**config.mk**
```make
export PLATFORM = sky130hd
export DESIGN_NAME = ifetch
export DESIGN_NICKNAME = d
export VERILOG_FILES = /design/src/rtl/ifetch.sv
export SDC_FILE = /design/constraint.sdc
export NUM_CORES = 1
export LEC_CHECK = 0
export BUFFER_PORTS_ARGS = -buffer_cell sky130_fd_sc_hd__buf_2
export CORE_ASPECT_RATIO = 1.75
export CORE_MARGIN = 2
export CORE_UTILIZATION = 55
export DETAILED_ROUTE_END_ITERATION = 7
export HOLD_SLACK_MARGIN = 0.08
export PLACE_DENSITY = 0.9
export REMOVE_ABC_BUFFERS = 1
export SLEW_MARGIN = 20
export SYNTH_ARGS = -nofsm -noshare
export SYNTH_HDL_FRONTEND = slang
export SYNTH_SLANG_ARGS = --single-unit
```
**constraint.sdc**
```tcl
create_clock -name clk -period 3.2 [get_ports clk]
set_clock_uncertainty 0.05 [all_clocks]
set_input_delay 0.16 -clock clk [delete_from_list [all_inputs] [get_ports clk]]
set_output_delay 0.16 -clock clk [all_outputs]
set_load 0.03 [all_outputs]
```
**src/rtl/ifetch.sv**
```systemverilog
// rtl/ifetch.sv - instruction fetch unit with one-entry skid register
// Drives the instruction memory's sync-read port and pairs each word with its PC.
module ifetch #(
    parameter int unsigned     XLEN     = 32,
    parameter logic [XLEN-1:0] RESET_PC = '0
) (
    input  logic            clk,
    input  logic            rst_n,
    output logic [XLEN-1:0] imem_addr,
    input  logic [XLEN-1:0] imem_rdata,
    input  logic            redirect_valid,
    input  logic [XLEN-1:0] redirect_pc,
    output logic            inst_valid,
    input  logic            inst_ready,
    output logic [XLEN-1:0] inst,
    output logic [XLEN-1:0] inst_pc
);

    localparam logic [XLEN-1:0] PC_STEP = XLEN'(4);

    logic [XLEN-1:0] fetch_pc_q, fetch_pc_d;
    logic            pend_valid_q, pend_valid_d;
    logic [XLEN-1:0] pend_pc_q, pend_pc_d;
    logic            hold_valid_q, hold_valid_d;
    logic [XLEN-1:0] hold_inst_q, hold_inst_d;
    logic [XLEN-1:0] hold_pc_q, hold_pc_d;

    logic [XLEN-1:0] redirect_addr;
    logic            fire;
    logic            stall;

    assign redirect_addr = {redirect_pc[XLEN-1:2], 2'b00};
    assign inst_valid    = (hold_valid_q | pend_valid_q) & ~redirect_valid;
    assign fire          = inst_valid & inst_ready;
    assign stall         = hold_valid_q & pend_valid_q & ~inst_ready & ~redirect_valid;
    assign inst          = hold_valid_q ? hold_inst_q : imem_rdata;
    assign inst_pc       = hold_valid_q ? hold_pc_q : pend_pc_q;

    always_comb begin
        fetch_pc_d   = fetch_pc_q;
        pend_valid_d = pend_valid_q;
        pend_pc_d    = pend_pc_q;
        hold_valid_d = hold_valid_q;
        hold_inst_d  = hold_inst_q;
        hold_pc_d    = hold_pc_q;
        imem_addr    = fetch_pc_q;

        if (redirect_valid) begin
            imem_addr    = redirect_addr;
            pend_valid_d = 1'b1;
            pend_pc_d    = redirect_addr;
            fetch_pc_d   = redirect_addr + PC_STEP;
            hold_valid_d = 1'b0;
        end else if (stall) begin
            // Both slots full: re-read the pending word so imem_rdata still holds it next cycle.
            imem_addr = pend_pc_q;
        end else begin
            fetch_pc_d   = fetch_pc_q + PC_STEP;
            pend_valid_d = 1'b1;
            pend_pc_d    = fetch_pc_q;
            if (pend_valid_q && (hold_valid_q ? fire : !fire)) begin
                hold_valid_d = 1'b1;
                hold_inst_d  = imem_rdata;
                hold_pc_d    = pend_pc_q;
            end else if (hold_valid_q && fire) begin
                hold_valid_d = 1'b0;
            end
        end
    end

    always_ff @(posedge clk or negedge rst_n) begin
        if (!rst_n) begin
            fetch_pc_q   <= RESET_PC;
            pend_valid_q <= 1'b0;
            pend_pc_q    <= '0;
            hold_valid_q <= 1'b0;
            hold_inst_q  <= '0;
            hold_pc_q    <= '0;
        end else begin
            fetch_pc_q   <= fetch_pc_d;
            pend_valid_q <= pend_valid_d;
            pend_pc_q    <= pend_pc_d;
            hold_valid_q <= hold_valid_d;
            hold_inst_q  <= hold_inst_d;
            hold_pc_q    <= hold_pc_d;
        end
    end

endmodule

```
# Word level (Yosys, flattened, before mapping)
# Index checks and enable logic that the tools add are counted.
[classes]
n_reduce_logical = 6
n_eq_ne = 1
muxes = 13
bitwise_logic = 9
add_sub_neg = 2
[ops]
columns = ["op", "n"]
rows = [
  ["$mux 32", 6],
  ["$add 32x3->32 const B", 2],
  ["$mux 1", 7],
  ["$and 1x1->1", 5],
  ["$not 1->1", 3],
  ["$reduce_and 3->1", 1],
  ["$reduce_bool 3->1", 1],
  ["$logic_and 1x1->1", 2],
  ["$ne 2x2->1 const B", 1],
  ["$reduce_and 2->1", 1],
  ["$logic_not 1->1", 1],
  ["$or 1x1->1", 1],
]
[word_totals]
wordCells = 37
ff_bits = 130
output_inout_bits = 97
in_bits = 68

# Logic depth before layout (Yosys ltp)
[logic_depth]
ltp_word = 9
mapped_depth = 14
mapped_depth_nobuf = 9

# Worst setup path after synthesis
# Ideal clock, no wire load.
[synth_path]
path_kind = "input-to-reg"
from = "input port redirect_valid"
to = "register hold_inst_q[0]"
n_path_buf = 6
slack_ps = 316
stages = 12
arrival_time_ps = 2709
path_cell_list = "buf_6 > buf_6 > buf_2 > buf_2 > buf_2 > nor2_1 > and2_1 > ha_1 > nor2_1 > nand3_1 > clkbuf_1 > mux2_2"
[synth_via]
elab_chain_cells = 7
word_cells_on_any_way = 9
[synth_lines]
columns = ["element", "line", "text"]
rows = [
  ["from (decl)", "11", "input logic redirect_valid,"],
  ["$not 1->1 (no source line) (*)", "-", ""],
  ["$and 1x1->1 (*)", "33", "assign inst_valid = (hold_valid_q | pend_valid_q) & ~redirect_valid;"],
  ["net inst_valid", "13", "output logic inst_valid,"],
  ["$and 1x1->1 (*)", "34", "assign fire = inst_valid & inst_ready;"],
  ["$logic_not 1->1", "61", "if (pend_valid_q && (hold_valid_q ? fire : !fire)) begin"],
  ["$mux 1 (*)", "61", ""],
  ["$logic_and 1x1->1 (*)", "61", ""],
  ["$reduce_and 3->1 (no source line) (*)", "-", ""],
  ["to (signal assigned)", "84", "hold_inst_q <= hold_inst_d;"],
  ["to (decl)", "25", "logic [XLEN-1:0] hold_inst_q, hold_inst_d;"],
]
# The timed path passes the listed nets; every way through them passes the cells marked *.
# A chain may end at the register's enable or synchronous reset.

# Worst setup path in the final report
[layout_path]
from = "register hold_valid_q"
to = "output port imem_addr[10]"
[layout_via]
elab_chain_cells = 5
[layout_lines]
columns = ["element", "line", "text"]
rows = [
  ["from (decl)", "24", "logic hold_valid_q, hold_valid_d;"],
  ["from (signal assigned)", "83", "hold_valid_q <= hold_valid_d;"],
  ["$and 1x1->1 (3 in series)", "35", "assign stall = hold_valid_q & pend_valid_q & ~inst_ready & ~redirect_valid;"],
  ["$mux 32", "54", "end else if (stall) begin"],
  ["$mux 32", "-", ""],
  ["to (decl)", "9", "output logic [XLEN-1:0] imem_addr,"],
]
# Every way passes these cells.

==> results_dict.tcl <==
set metrics [dict create \
    outcome "finished, final reports clean" \
    n_fill_cell 853 \
    grt_pass1_wl_um 29900 \
    first_pass_iters 4 \
    required_ns 2.99 \
    yosys_register_bits 128 \
    yosys_warnings 0 \
    hold_viol 0 \
    holdPathEnd "pend_pc_q[5]" \
    pre_cts_slack_ns 0.590 \
    crit_path_end_kind "output pin" \
    fin_nets 928 \
    yosysUniqueCellTypes 53 \
    maxCapViolCount 0 \
    die_y_um 155 \
    critPathArrivalTime_ns 2.57 \
    grt_antenna_before_repair 0 \
    cp-startpoint "hold_valid_q" \
    drive_gt1_share_pct 41.7 \
    n_antenna_cell 0 \
    cts_made_buffers 17 \
    grt_overflow 0 \
    cts_root_buffer "clkbuf_16" \
    crit-reg2reg-launch "pend_valid_q" \
    gp_congestion 0.841 \
    yosys.area.top_type "dfrtp_1" \
    synth_area_leaders "dfrtp_1, mux2_2, mux2i_1" \
    grtUsageTotal_pct 26.5 \
    synth_ff_type "dfrtp_1" \
    wl_per_cell_um 17.6 \
    fin_util_pct 73.6 \
    clock_path_buffers 2 \
    setup_violations 0 \
    worst_slack_ns 0.424 \
    io-pin-count 165 \
    clk_latency_ns 0.41 \
    clk_pin_slew_ns 0.06 \
    worstMarginPinSlew_ns 1.02 \
    routed_wl_um 18400 \
    worstHoldPathCells 3 \
    synth_top_cell_area_share_pct 44.6 \
    route.detailed.drc 0 \
    vias 5849 \
    startpoint_type "flip-flop" \
    finalCritPeriodShare_pct 86.7 \
    async_flop_share_pct 100 \
    fp.dieW_um 90.4 \
    area_growth_pct 31.9 \
    r2r-end "hold_inst_q[11]" \
    port_buffers 162 \
    grt_max_degree 109 \
    cts-resized-gates 0 \
    synth_area_um2 7180 \
    p_per_area_nw_per_um2 622 \
    power.total_w 0.00589 \
    clock_sinks 128 \
    hold_class "primary input to flip-flop" \
    path_class "flip-flop to output pin" \
    p_leak_nw 4.35 \
    rsz0062_at_grt "no" \
    fin_tns_setup_ns 0 \
    synth_edf_count 0 \
    postCtsSetupRepairBufs 0 \
    start_util_pct 55.8 \
    synth.top_cells.by_count "mux2_2, dfrtp_1, nand2_1" \
    worst-r2r-cell-count 8 \
    cts_max_level 4 \
    cts_tree "built" \
    dp_hpwl_um 11400 \
    core_area_um2 12900 \
    ys_seq_area_share_pct 44.6 \
    cp_max_fo 30 \
    place_area_um2 8180 \
    period_needed_ns 2.78 \
    dieArea_um2 14000 \
    via_per_inst 5.62 \
    vdd_drop_max_mv 0.415 \
    yosysMostFrequentCell "mux2_2" \
    slew_violations 0 \
    first_global_vias 6190 \
    drt-initial-drc-count 298 \
    rows 55 \
    slew_headroom_pct 32.3 \
    ant_nets 0 \
    reg2reg_slack_ns 0.50 \
    min-delay-start "redirect_pc[5]" \
    syn_avg_cell_area_um2 11.2 \
    synthCells 641 \
    design_area_um2 9470 \
    fmax_ghz 0.360 \
    cts_hold_buffers 62 \
]
[report_power, final]
part | switching [W] | internal [W]
sequential | 0.000211 | 0.00194
combinational | 0.000889 | 0.000667
clock | 0.000726 | 0.00146
total | 0.00183 | 0.00407
[worst max-delay path, cell delays in order (launching register included)]
cell     delay (ns)
dfrtp_2        0.37
buf_4          0.37
inv_1          0.15
nor3b_2        0.17
buf_4          0.37
a21oi_1        0.17
o21ai_0        0.30
buf_2          0.26
[registers in the layout, indices dropped and copies added, names as in the netlist]
register,flops
hold_pc_q,32
hold_valid_q,1
fetch_pc_q,30
hold_inst_q,32
pend_pc_q,32
pend_valid_q,1
[worst max-delay path by stage]
| stage | to | cells past startpoint | slack, ns |
|---|---|---|---|
| global placement | hold_inst_q[11] | 8 | 0.67 |
| CTS | imem_addr[10] | 7 | 0.45 |
| finish | imem_addr[10] | 7 | 0.42 |
| floorplan | hold_inst_q[0] | 3 | -2.81 |
| global route | imem_addr[10] | 7 | 0.22 |
| detailed placement | hold_inst_q[11] | 8 | 0.59 |
[placed cells by master, fill, tap and decap left out, types with 3 or more instances in the layout]
cell type	synthesis	layout
mux2_2	129	129
inv_1	13	13
a21boi_0	3	3
dfrtp_1	128	127
nor3_2	7	7
nor3_1	11	11
nand2_1	59	59
a31oi_1	3	3
a22oi_2	3	3
xor2_1	7	7
and2_1	6	6
o21ai_0	44	44
mux2i_1	40	40
nor2_1	31	31
clkinv_4	0	4
nand3b_1	8	8
clkbuf_16	0	17
buf_12	0	3
nand3_2	3	3
xnor2_1	40	40
nand4_1	5	5
dlygate4sd3_1	0	62
buf_4	1	8
bufinv_16	0	6
buf_2	7	160
nand3_1	16	15
a21oi_1	13	13
a211o_1	3	3
[layout make-up]
type	count	area (um^2)	area share, %
Timing Repair Buffer	234	1550	16.4
Inverter	13	48.8	0.515
Clock buffer	17	425	4.49
Sequential cell	128	3200	33.8
Tap cell	171	214	2.26
Clock inverter	14	240	2.54
Multi-Input combinational cell	464	3780	40.0
[through the flow]
| step | instances | hold slack (ns) |
|---|---|---|
| 2_1_floorplan | 605 | -0.186 |
| 3_3_place_gp | 948 | 0.304 |
| 3_5_place_dp | 948 | 0.310 |
| 4_1_cts | 1041 | 0.0850 |
| 5_1_grt | 1041 | 0.0870 |
| 6_report | 1041 | 0.102 |
[routing by layer]
metal  vias up  track usage (%)  wire length (um)
met3        50             5.04               724
met1      2894             28.0              6840
met5         -                0                 0
met2       185             49.8             10200
li1       2720                -                 -
met4         0             13.1               610
[logic make-up after synthesis]
family	Yosys count	synth area share [%]
flip-flops	128	44.6
multiplexers	169	25.8
other	1	0.0522
AND/OR/NAND/NOR	163	12.8
XOR/XNOR	47	5.73
buffers and inverters	49	2.94
AO/OA/AOI/OAI	82	7.70
adder cells (fa/ha/maj)	2	0.348
Note: power is estimated with default switching activity, not from simulation.
